<file path="src/rtl/seq_det_pkg.sv">
// Shared types and sizing helpers for the runtime-programmable serial pattern detector.
package seq_det_pkg;

  localparam int DEF_MAX_LEN = 16;

  typedef enum logic [1:0] {
    ST_IDLE  = 2'd0,
    ST_BUILD = 2'd1,
    ST_RUN   = 2'd2
  } fsm_e;

  function automatic int state_w(input int max_len);
    return $clog2(max_len + 1);
  endfunction

endpackage

</file>
<file path="src/rtl/seq_det_table_builder.sv">
// Builds the KMP next-state table one row per cycle and serves (state, bit) lookups.
module seq_det_table_builder
  import seq_det_pkg::*;
#(
  parameter int MAX_LEN = DEF_MAX_LEN,
  parameter int LW      = state_w(MAX_LEN)
) (
  input  logic               clk,
  input  logic               rst,
  input  logic               start_i,
  input  logic [MAX_LEN-1:0] pat_i,
  input  logic [LW-1:0]      len_i,
  output logic               done_o,
  input  logic [LW-1:0]      lk_st_i,
  input  logic               lk_bit_i,
  output logic [LW-1:0]      lk_nxt_o,
  output logic [LW-1:0]      border_o
);

  typedef struct packed {
    logic [LW-1:0] nxt0;
    logic [LW-1:0] nxt1;
  } row_t;

  row_t          tbl_q [MAX_LEN];
  logic          busy_q;
  logic [LW-1:0] s_q, x_q, border_q;
  row_t          row_d, xrow, lkrow;
  logic [LW-1:0] x_d;
  logic          p;

  // Selects are done by compare-loops so the LW-wide indices never overrun the arrays.
  always_comb begin
    p     = 1'b0;
    xrow  = '0;
    lkrow = '0;
    for (int i = 0; i < MAX_LEN; i++) begin
      if (s_q == LW'(i))     p     = pat_i[i];
      if (x_q == LW'(i))     xrow  = tbl_q[i];
      if (lk_st_i == LW'(i)) lkrow = tbl_q[i];
    end
  end

  // X trails s and always points at a row that is already complete.
  always_comb begin
    if (s_q == '0) begin
      row_d.nxt0 = p ? '0 : LW'(1);
      row_d.nxt1 = p ? LW'(1) : '0;
      x_d        = '0;
    end else begin
      row_d.nxt0 = p ? xrow.nxt0 : s_q + LW'(1);
      row_d.nxt1 = p ? s_q + LW'(1) : xrow.nxt1;
      x_d        = p ? xrow.nxt1 : xrow.nxt0;
    end
  end

  assign done_o   = busy_q && (s_q == len_i - LW'(1));
  assign lk_nxt_o = lk_bit_i ? lkrow.nxt1 : lkrow.nxt0;
  assign border_o = border_q;

  always_ff @(posedge clk or negedge rst) begin
    if (!rst) begin
      busy_q   <= 1'b0;
      s_q      <= '0;
      x_q      <= '0;
      border_q <= '0;
      for (int i = 0; i < MAX_LEN; i++) tbl_q[i] <= '0;
    end else if (start_i) begin
      busy_q <= 1'b1;
      s_q    <= '0;
      x_q    <= '0;
    end else if (busy_q) begin
      for (int i = 0; i < MAX_LEN; i++)
        if (s_q == LW'(i)) tbl_q[i] <= row_d;
      s_q <= s_q + LW'(1);
      x_q <= x_d;
      if (done_o) begin
        busy_q   <= 1'b0;
        border_q <= x_d;
      end
    end
  end

endmodule

</file>
<file path="src/rtl/seq_detector_prog.sv">
// Programmable serial bit-pattern detector: config FSM, KMP scan state, match pulse and
// saturating match counter.
module seq_detector_prog
  import seq_det_pkg::*;
#(
  parameter int MAX_LEN = DEF_MAX_LEN,
  parameter int CNT_W   = 8,
  parameter int LW      = state_w(MAX_LEN)
) (
  input  logic               clk,
  input  logic               rst,
  input  logic               cfg_load,
  input  logic [MAX_LEN-1:0] cfg_pattern,
  input  logic [LW-1:0]      cfg_len,
  input  logic               cfg_overlap,
  output logic               cfg_busy,
  output logic               cfg_err,
  input  logic               in_valid,
  input  logic               in_data,
  output logic               in_ready,
  output logic               match,
  output logic [CNT_W-1:0]   match_count,
  input  logic               clr_count
);

  fsm_e               fsm_q, fsm_d;
  logic [MAX_LEN-1:0] pat_q;
  logic [LW-1:0]      len_q, st_q, st_d;
  logic               ovl_q, match_q, err_q;
  logic [CNT_W-1:0]   cnt_q, cnt_d;
  logic               len_ok, can_load, load_ok, accept, hit, bld_done;
  logic [LW-1:0]      lk_nxt, border;

  assign len_ok   = (cfg_len != '0) && (cfg_len <= LW'(MAX_LEN));
  assign can_load = cfg_load && (fsm_q != ST_BUILD);
  assign load_ok  = can_load && len_ok;
  assign cfg_busy = (fsm_q == ST_BUILD);
  assign in_ready = !cfg_busy;
  assign accept   = in_valid && in_ready;
  // A reload in the same cycle as an accepted bit wins; that bit is dropped.
  assign hit      = (fsm_q == ST_RUN) && accept && !load_ok && (lk_nxt == len_q);

  seq_det_table_builder #(.MAX_LEN(MAX_LEN), .LW(LW)) u_tbl (
    .clk      (clk),
    .rst      (rst),
    .start_i  (load_ok),
    .pat_i    (pat_q),
    .len_i    (len_q),
    .done_o   (bld_done),
    .lk_st_i  (st_q),
    .lk_bit_i (in_data),
    .lk_nxt_o (lk_nxt),
    .border_o (border)
  );

  always_comb begin
    fsm_d = fsm_q;
    case (fsm_q)
      ST_IDLE:  if (load_ok)  fsm_d = ST_BUILD;
      ST_BUILD: if (bld_done) fsm_d = ST_RUN;
      ST_RUN:   if (load_ok)  fsm_d = ST_BUILD;
      default:  fsm_d = ST_IDLE;
    endcase

    st_d = st_q;
    if (load_ok)
      st_d = '0;
    else if ((fsm_q == ST_RUN) && accept)
      st_d = hit ? (ovl_q ? border : '0) : lk_nxt;

    cnt_d = cnt_q;
    if (clr_count)
      cnt_d = hit ? CNT_W'(1) : '0;
    else if (hit && (cnt_q != '1))
      cnt_d = cnt_q + 1'b1;
  end

  always_ff @(posedge clk or negedge rst) begin
    if (!rst) begin
      fsm_q   <= ST_IDLE;
      pat_q   <= '0;
      len_q   <= '0;
      ovl_q   <= 1'b0;
      st_q    <= '0;
      match_q <= 1'b0;
      err_q   <= 1'b0;
      cnt_q   <= '0;
    end else begin
      fsm_q   <= fsm_d;
      st_q    <= st_d;
      match_q <= hit;
      err_q   <= can_load && !len_ok;
      cnt_q   <= cnt_d;
      if (load_ok) begin
        pat_q <= cfg_pattern;
        len_q <= cfg_len;
        ovl_q <= cfg_overlap;
      end
    end
  end

  assign match       = match_q;
  assign match_count = cnt_q;
  assign cfg_err     = err_q;

endmodule

</file>
<file path="config.mk">
export PLATFORM = sky130hd
export DESIGN_NAME = seq_detector_prog
export DESIGN_NICKNAME = d
export VERILOG_FILES = /design/src/rtl/seq_det_pkg.sv /design/src/rtl/seq_det_table_builder.sv /design/src/rtl/seq_detector_prog.sv
export SDC_FILE = /design/constraint.sdc
export NUM_CORES = 1
export LEC_CHECK = 0
export CORE_UTILIZATION = 50
export CTS_CLUSTER_DIAMETER = 30
export CTS_CLUSTER_SIZE = 16
export DETAILED_ROUTE_END_ITERATION = 12
export PLACE_DENSITY_LB_ADDON = 0.2
export SKIP_CTS_REPAIR_TIMING = 1
export SLEW_MARGIN = 20
export SYNTH_ARGS = -nofsm -noshare
export SYNTH_HDL_FRONTEND = slang
export SYNTH_SLANG_ARGS = --single-unit
export TNS_END_PERCENT = 10
</file>
<file path="constraint.sdc">
create_clock -name clk -period 3.7 [get_ports clk]
set_input_delay 0.74 -clock clk [delete_from_list [all_inputs] [get_ports clk]]
set_output_delay 0.74 -clock clk [all_outputs]
set_load 0.01 [all_outputs]
</file>
# Word level (Yosys, flattened, before mapping)
# Index checks and enable logic that the tools add are counted.
# Widths: inputs -> output; s select.
# classes
n_div,0
magnitude_cmp,1
shift,0
bitwise_logic,1
mul,0
n_addsub,3
n_reduce_logical,40
eq_ne,53
n_mux,73
# ops
cell,count
$mux 10,33
$eq 5x4->1 const B,24
$mux 5,13
$eq 5x3->1 const B,12
$reduce_and 3->1,17
$eq 5x2->1 const B,6
$mux 1,22
$mux 8,2
$eq 5x1->1 const B,3
$logic_not 5->1,3
$eq 5x5->1,2
$logic_and 1x1->1,10
$add 8x1->8 const B,1
$ne 8x8->1 const B,1
$ne 2x1->1 const B,3
$reduce_bool 2->1,3
$add 5x1->5 const B,1
$le 5x5->1 const B,1
$reduce_bool 5->1,1
$sub 5x1->5 const B,1
$mux 2,2
$pmux 2 s2,1
$logic_not 1->1,3
$eq 2x1->1 const B,1
5 further kinds,5
# totals
mem_bits_ro,0
mem_bits_rw,0
mem_count,0
wordCells,215
latchBits,0
inputBits,28
out_inout_bits,12
reg_bits,215

# Longest topological paths before layout
# logic_depth
depth_word,23
ltp_mapped,16
mapped_depth_nobuf,12

# By module
# From an unflattened synthesis, not the netlist that was laid out.
# unflattened
cells_unflattened,1333
area_unflattened_um2,12215.5
# by_module_without_submodules
mod,area_each_um2,seq_area_each_um2,n_inst,cells_per_inst
seq_det_table_builder,10435.0,4404.2,1,1187
seq_detector_prog,1780.5,975.9,1,146

# Worst setup path before layout
# OpenSTA, ideal clock, no wires.
# synth_path
path_kind,flip-flop to flip-flop
startpoint,register u_tbl.s_q[0]
endpoint,register u_tbl.tbl_q[32] (netlist bit)
t_arrival_ns,3.295
required_ns,3.636
period_less_slack_ns,3.359
n_path_buf,4
setup_ns,0.064
slack_ns,0.341
path_stages_with_launch,15
path_cell_list,dfrtp_1 clkbuf_1 inv_1 ha_1 buf_2 a221o_1 a21oi_1 o2bb2ai_1 a221oi_1 o41ai_2 buf_2 nor2b_1 a211oi_2 buf_2 mux2_2
# synth_via
elab_chain_cells,19
elab_cells_between_ends,36
classes_between,add/sub (1); eq/ne (15); mux (18); reduce/logical (2)
# synth_lines
element,line,source
start: declaration,seq_det_table_builder.sv:27,"logic [LW-1:0] s_q, x_q, border_q;"
start signal: assignment,seq_det_table_builder.sv:75,s_q <= s_q + LW'(1);
$logic_not 5->1,"seq_det_table_builder.sv:38, seq_det_table_builder.sv:46",
$mux 1 (16 in series),seq_det_table_builder.sv:38,if (s_q == LW'(i)) p = pat_i[i];
$mux 5,seq_det_table_builder.sv:52,row_d.nxt1 = p ? s_q + LW'(1) : xrow.nxt1;
$mux 10,seq_det_table_builder.sv:46,if (s_q == '0) begin
end signal: indexed assignment,seq_det_table_builder.sv:74,if (s_q == LW'(i)) tbl_q[i] <= row_d;
end: declaration,seq_det_table_builder.sv:25,row_t tbl_q [MAX_LEN];
# Several ways; a longest one is shown, not always the timed one.
# A chain may end at the register's enable or synchronous reset.

# Worst setup path in the final report
# layout_path
startpoint,register st_q[1]
endpoint,register cnt_q[6] (netlist: match_count[6])
# layout_via
elab_chain_cells,22
elab_cells_between_ends,37
classes_between,eq/ne (16); mux (17); reduce/logical (4)
# layout_lines
element,line,source
start: declaration,seq_detector_prog.sv:28,"logic [LW-1:0] len_q, st_q, st_d;"
start signal: assignment,seq_detector_prog.sv:90,st_q <= st_d;
$logic_not 5->1,seq_det_table_builder.sv:40,if (lk_st_i == LW'(i)) lkrow = tbl_q[i];
$mux 10 (15 in series),seq_det_table_builder.sv:40,
$mux 10 (*),seq_det_table_builder.sv:40,
$mux 5 (*),seq_det_table_builder.sv:58,assign lk_nxt_o = lk_bit_i ? lkrow.nxt1 : lkrow.nxt0;
$eq 5x5->1 (*),seq_detector_prog.sv:41,assign hit = (fsm_q == ST_RUN) && accept && !load_ok && (lk_nxt == len_q);
$logic_and 1x1->1 (*),seq_detector_prog.sv:41,
$logic_and 1x1->1 (*),seq_detector_prog.sv:74,else if (hit && (cnt_q != '1))
$reduce_bool 2->1 (no source line) (*),n/a,
end signal: assignment,seq_detector_prog.sv:93,cnt_q <= cnt_d;
end: declaration,seq_detector_prog.sv:30,"logic [CNT_W-1:0] cnt_q, cnt_d;"
# Every way passes the cells marked *; elsewhere a longest branch is shown, timed or not.

==> impl_metrics.env <==
export IMPL_layout_drive_gt1_share_pct=19.57
export IMPL_via_per_inst=6.670
export IMPL_start_util_pct=50.90
export IMPL_syn2layout_area_growth_pct=29.91
export IMPL_final_nets=1634
export IMPL_die_area_sq_um=25390
export IMPL_clk_latency_ns=0.55
export IMPL_grt_overflow_total=0
export IMPL_cp_start_kind="flop"
export IMPL_synth_top_area_share_pct=43.46
export IMPL_grt_pass1_vias=12590
export IMPL_synth_avg_cell_area_sq_um=8.579
export IMPL_max_freq_mhz=273.2
export IMPL_grt_pass1_wl_um=82050
export IMPL_drc_errors=0
export IMPL_antenna_left=0
export IMPL_synthFlopType="dfrtp_1"
export IMPL_critical_path_class="flop to flop"
export IMPL_ys_types=85
export IMPL_coreArea_sq_um=24320
export IMPL_vdd_drop_max_mv=0.7253
export IMPL_final_cell_mix="nand2_1, dfrtp_1, o21ai_0, buf_4, nor2_1"
export IMPL_path_max_fanout=37
export IMPL_gp_congestion=1.010
export IMPL_root_buffer="clkbuf_16"
export IMPL_tritoncts="yes"
export IMPL_vias=13070
export IMPL_rsz0062_at_grt="yes"
export IMPL_fillers=1905
export IMPL_crit_arrival_ns=4.09
export IMPL_die_x_um=159.4
export IMPL_synth_nets=1478
export IMPL_grtUsageTotal_pct=43.88
export IMPL_finalSetupViolations=0
export IMPL_die_y_um=159.4
export IMPL_ys_async_sr_fraction_pct=100.0
export IMPL_fin_cells=1959
export IMPL_synth_cells=1443
export IMPL_ios=40
export IMPL_power_density_nw_per_um2=1079
export IMPL_antenna_found_initial=0
export IMPL_cp_end_kind="flop"
export IMPL_synth_seq_area_share_pct=43.46
export IMPL_post_route_period_util_pct=98.94
export IMPL_leakage_nw=6.989
export IMPL_place_inst=1874
export IMPL_r2r_start="st_q[1]$_DFFE_PN0P_"
export IMPL_worstMarginPinSlew_ns=0.8548
export IMPL_hold_path_class="input port to async pin"
export IMPL_antenna_cells=0
export IMPL_htree_levels=2
export IMPL_grt_max_degree=81
export IMPL_power_mw=17.35
export IMPL_preCtsSetupSlack_ns=-0.3782
export IMPL_port_buffers=39
export IMPL_first_pass_iters=8
export IMPL_numClockSinks=215
export IMPL_maxSlewHeadroom_pct=42.80
export IMPL_dpl_hpwl_um=40450
export IMPL_crit_start="st_q[1]$_DFFE_PN0P_"
export IMPL_cts_path_max_buffers=3
export IMPL_synth_top_area_cell="dfrtp_1"
export IMPL_finish_instance_area_sq_um=16080
export IMPL_rows=57
export IMPL_totalWireLength_um=55700
export IMPL_status="finished clean"
export IMPL_final_max_slew_viol_count=0
export IMPL_fin_worst_skew_ns=0.02385
export IMPL_synthTopCellsByArea="dfrtp_1, nand2_1, o21ai_0"
export IMPL_synth_area_sq_um=12380
export IMPL_placed_area_sq_um=14190
export IMPL_layout_commonest_cell="nand2_1"
export IMPL_post_drt_wl_per_cell_um=28.43
export IMPL_drt_initial_drc_count=2157
export IMPL_setup_slack_ns=0.03914
export IMPL_hold_viol_final=0
export IMPL_synth_edf_count=0
export IMPL_fin_crit_ns=3.661
export IMPL_required_ns=4.13
export IMPL_cts_buffers=47
export IMPL_max_cap_violations=0
export IMPL_path_clk_slew_ns=0.05
export IMPL_ys_warn_count=0
export IMPL_ys_seq_elements=215
-- layout make-up --
type / instances / area (sq um) / area share, %
clock inverters: 31 / 513.0 / 3.190
repair buffers: 208 / 1856 / 11.54
multi-input cells: 1098 / 6543 / 40.68
clock buffers: 54 / 1275 / 7.928
well taps: 324 / 405.4 / 2.521
inverters: 29 / 108.9 / 0.6769
flip-flops and latches: 215 / 5381 / 33.46
-- cells in the mapped netlist (all sizes together) (8+ instances only) --
library cell,instances
nand2,274
dfrtp,215
o21ai,182
nor2,81
a21oi,66
clkbuf,62
nand3,50
buf,39
a22oi,31
mux2,30
inv,29
nor3,29
nor2b,27
mux2i,18
o31ai,18
o22ai,17
and2,16
and3,15
a221oi,14
nand2b,13
a211oi,12
nand4,11
o221ai,11
xnor2,11
and3b,9
a21o,8
or3,8
xor2,8
-- registers in the layout, summed over array words and instances (netlist names) --
| signal | count |
|---|---|
| u_tbl.x_q | 5 |
| match_count | 8 |
| st_q | 5 |
| len_q | 5 |
| u_tbl.s_q | 5 |
| fsm_q | 2 |
| u_tbl.tbl_q | 160 |
| match | 1 |
| u_tbl.border_o | 5 |
| u_tbl.busy_q | 1 |
| cfg_err | 1 |
| pat_q | 16 |
| ovl_q | 1 |
-- worst max-delay path, stage by stage (launching register included) --
cell,delay (ns)
dfrtp_1,0.41
buf_12,0.23
nor2b_4,0.33
buf_4,0.16
nand3_1,0.09
a21oi_1,0.17
a21oi_1,0.12
o311ai_4,0.45
o2111ai_4,0.28
xor2_2,0.28
nand4_4,0.16
buf_4,0.20
nor3_1,0.23
mux2_2,0.37
-- cell families after synthesis --
group                      count (synthesis)  synth area share (%)
and+or+nand+nor                          570                 21.89
AOI/OAI and AO/OA                        453                 23.55
DFF                                      215                 43.46
buffers and inverters                    130                 4.619
muxes                                     49                 4.366
xor gates and xnor gates                  19                 1.405
adders and majority gates                  7                0.7075
-- where the power goes --
group          internal (mW)  switching, mW
combinational           2.93           5.29
sequential              3.23           1.16
clock                   3.31           1.43
-- metrics by stage --
| stage | hold WS (ns) | setup TNS (ns) | util, % |
|---|---|---|---|
| floorplan | 0.4379 | 0 | - |
| global placement | 0.4583 | -3.200 | 58.33 |
| detailed placement | 0.4625 | -2.491 | 58.33 |
| CTS | 0.2313 | -4.168 | 65.68 |
| global route | 0.2700 | -0.1042 | 66.13 |
| finish | 0.2237 | 0 | 66.13 |
-- worst paths after layout --
check	end	slack, ns	depth (start not counted)
max	match_count[6]$_DFFE_PN0P_	0.04	13
min	u_tbl.tbl_q[112]$_DFFE_PN0P_	0.22	1
max reg2reg	match_count[6]$_DFFE_PN0P_	0.04	13
min reg2reg	pat_q[13]$_DFFE_PN0P_	0.48	2
max in group asynchronous	st_q[0]$_DFFE_PN0P_	2.58	2
min in group clk	pat_q[13]$_DFFE_PN0P_	0.48	2
-- per-layer routing --
layer	track usage (%)	routed length, um	vias to the layer above
met3	10.08	6178	198
met4	23.65	3353	0
met1	58.90	21990	6369
met5	0	0	-
li1	-	-	5564
met2	66.01	24180	935
Note: power is estimated with default switching activity, not from simulation.
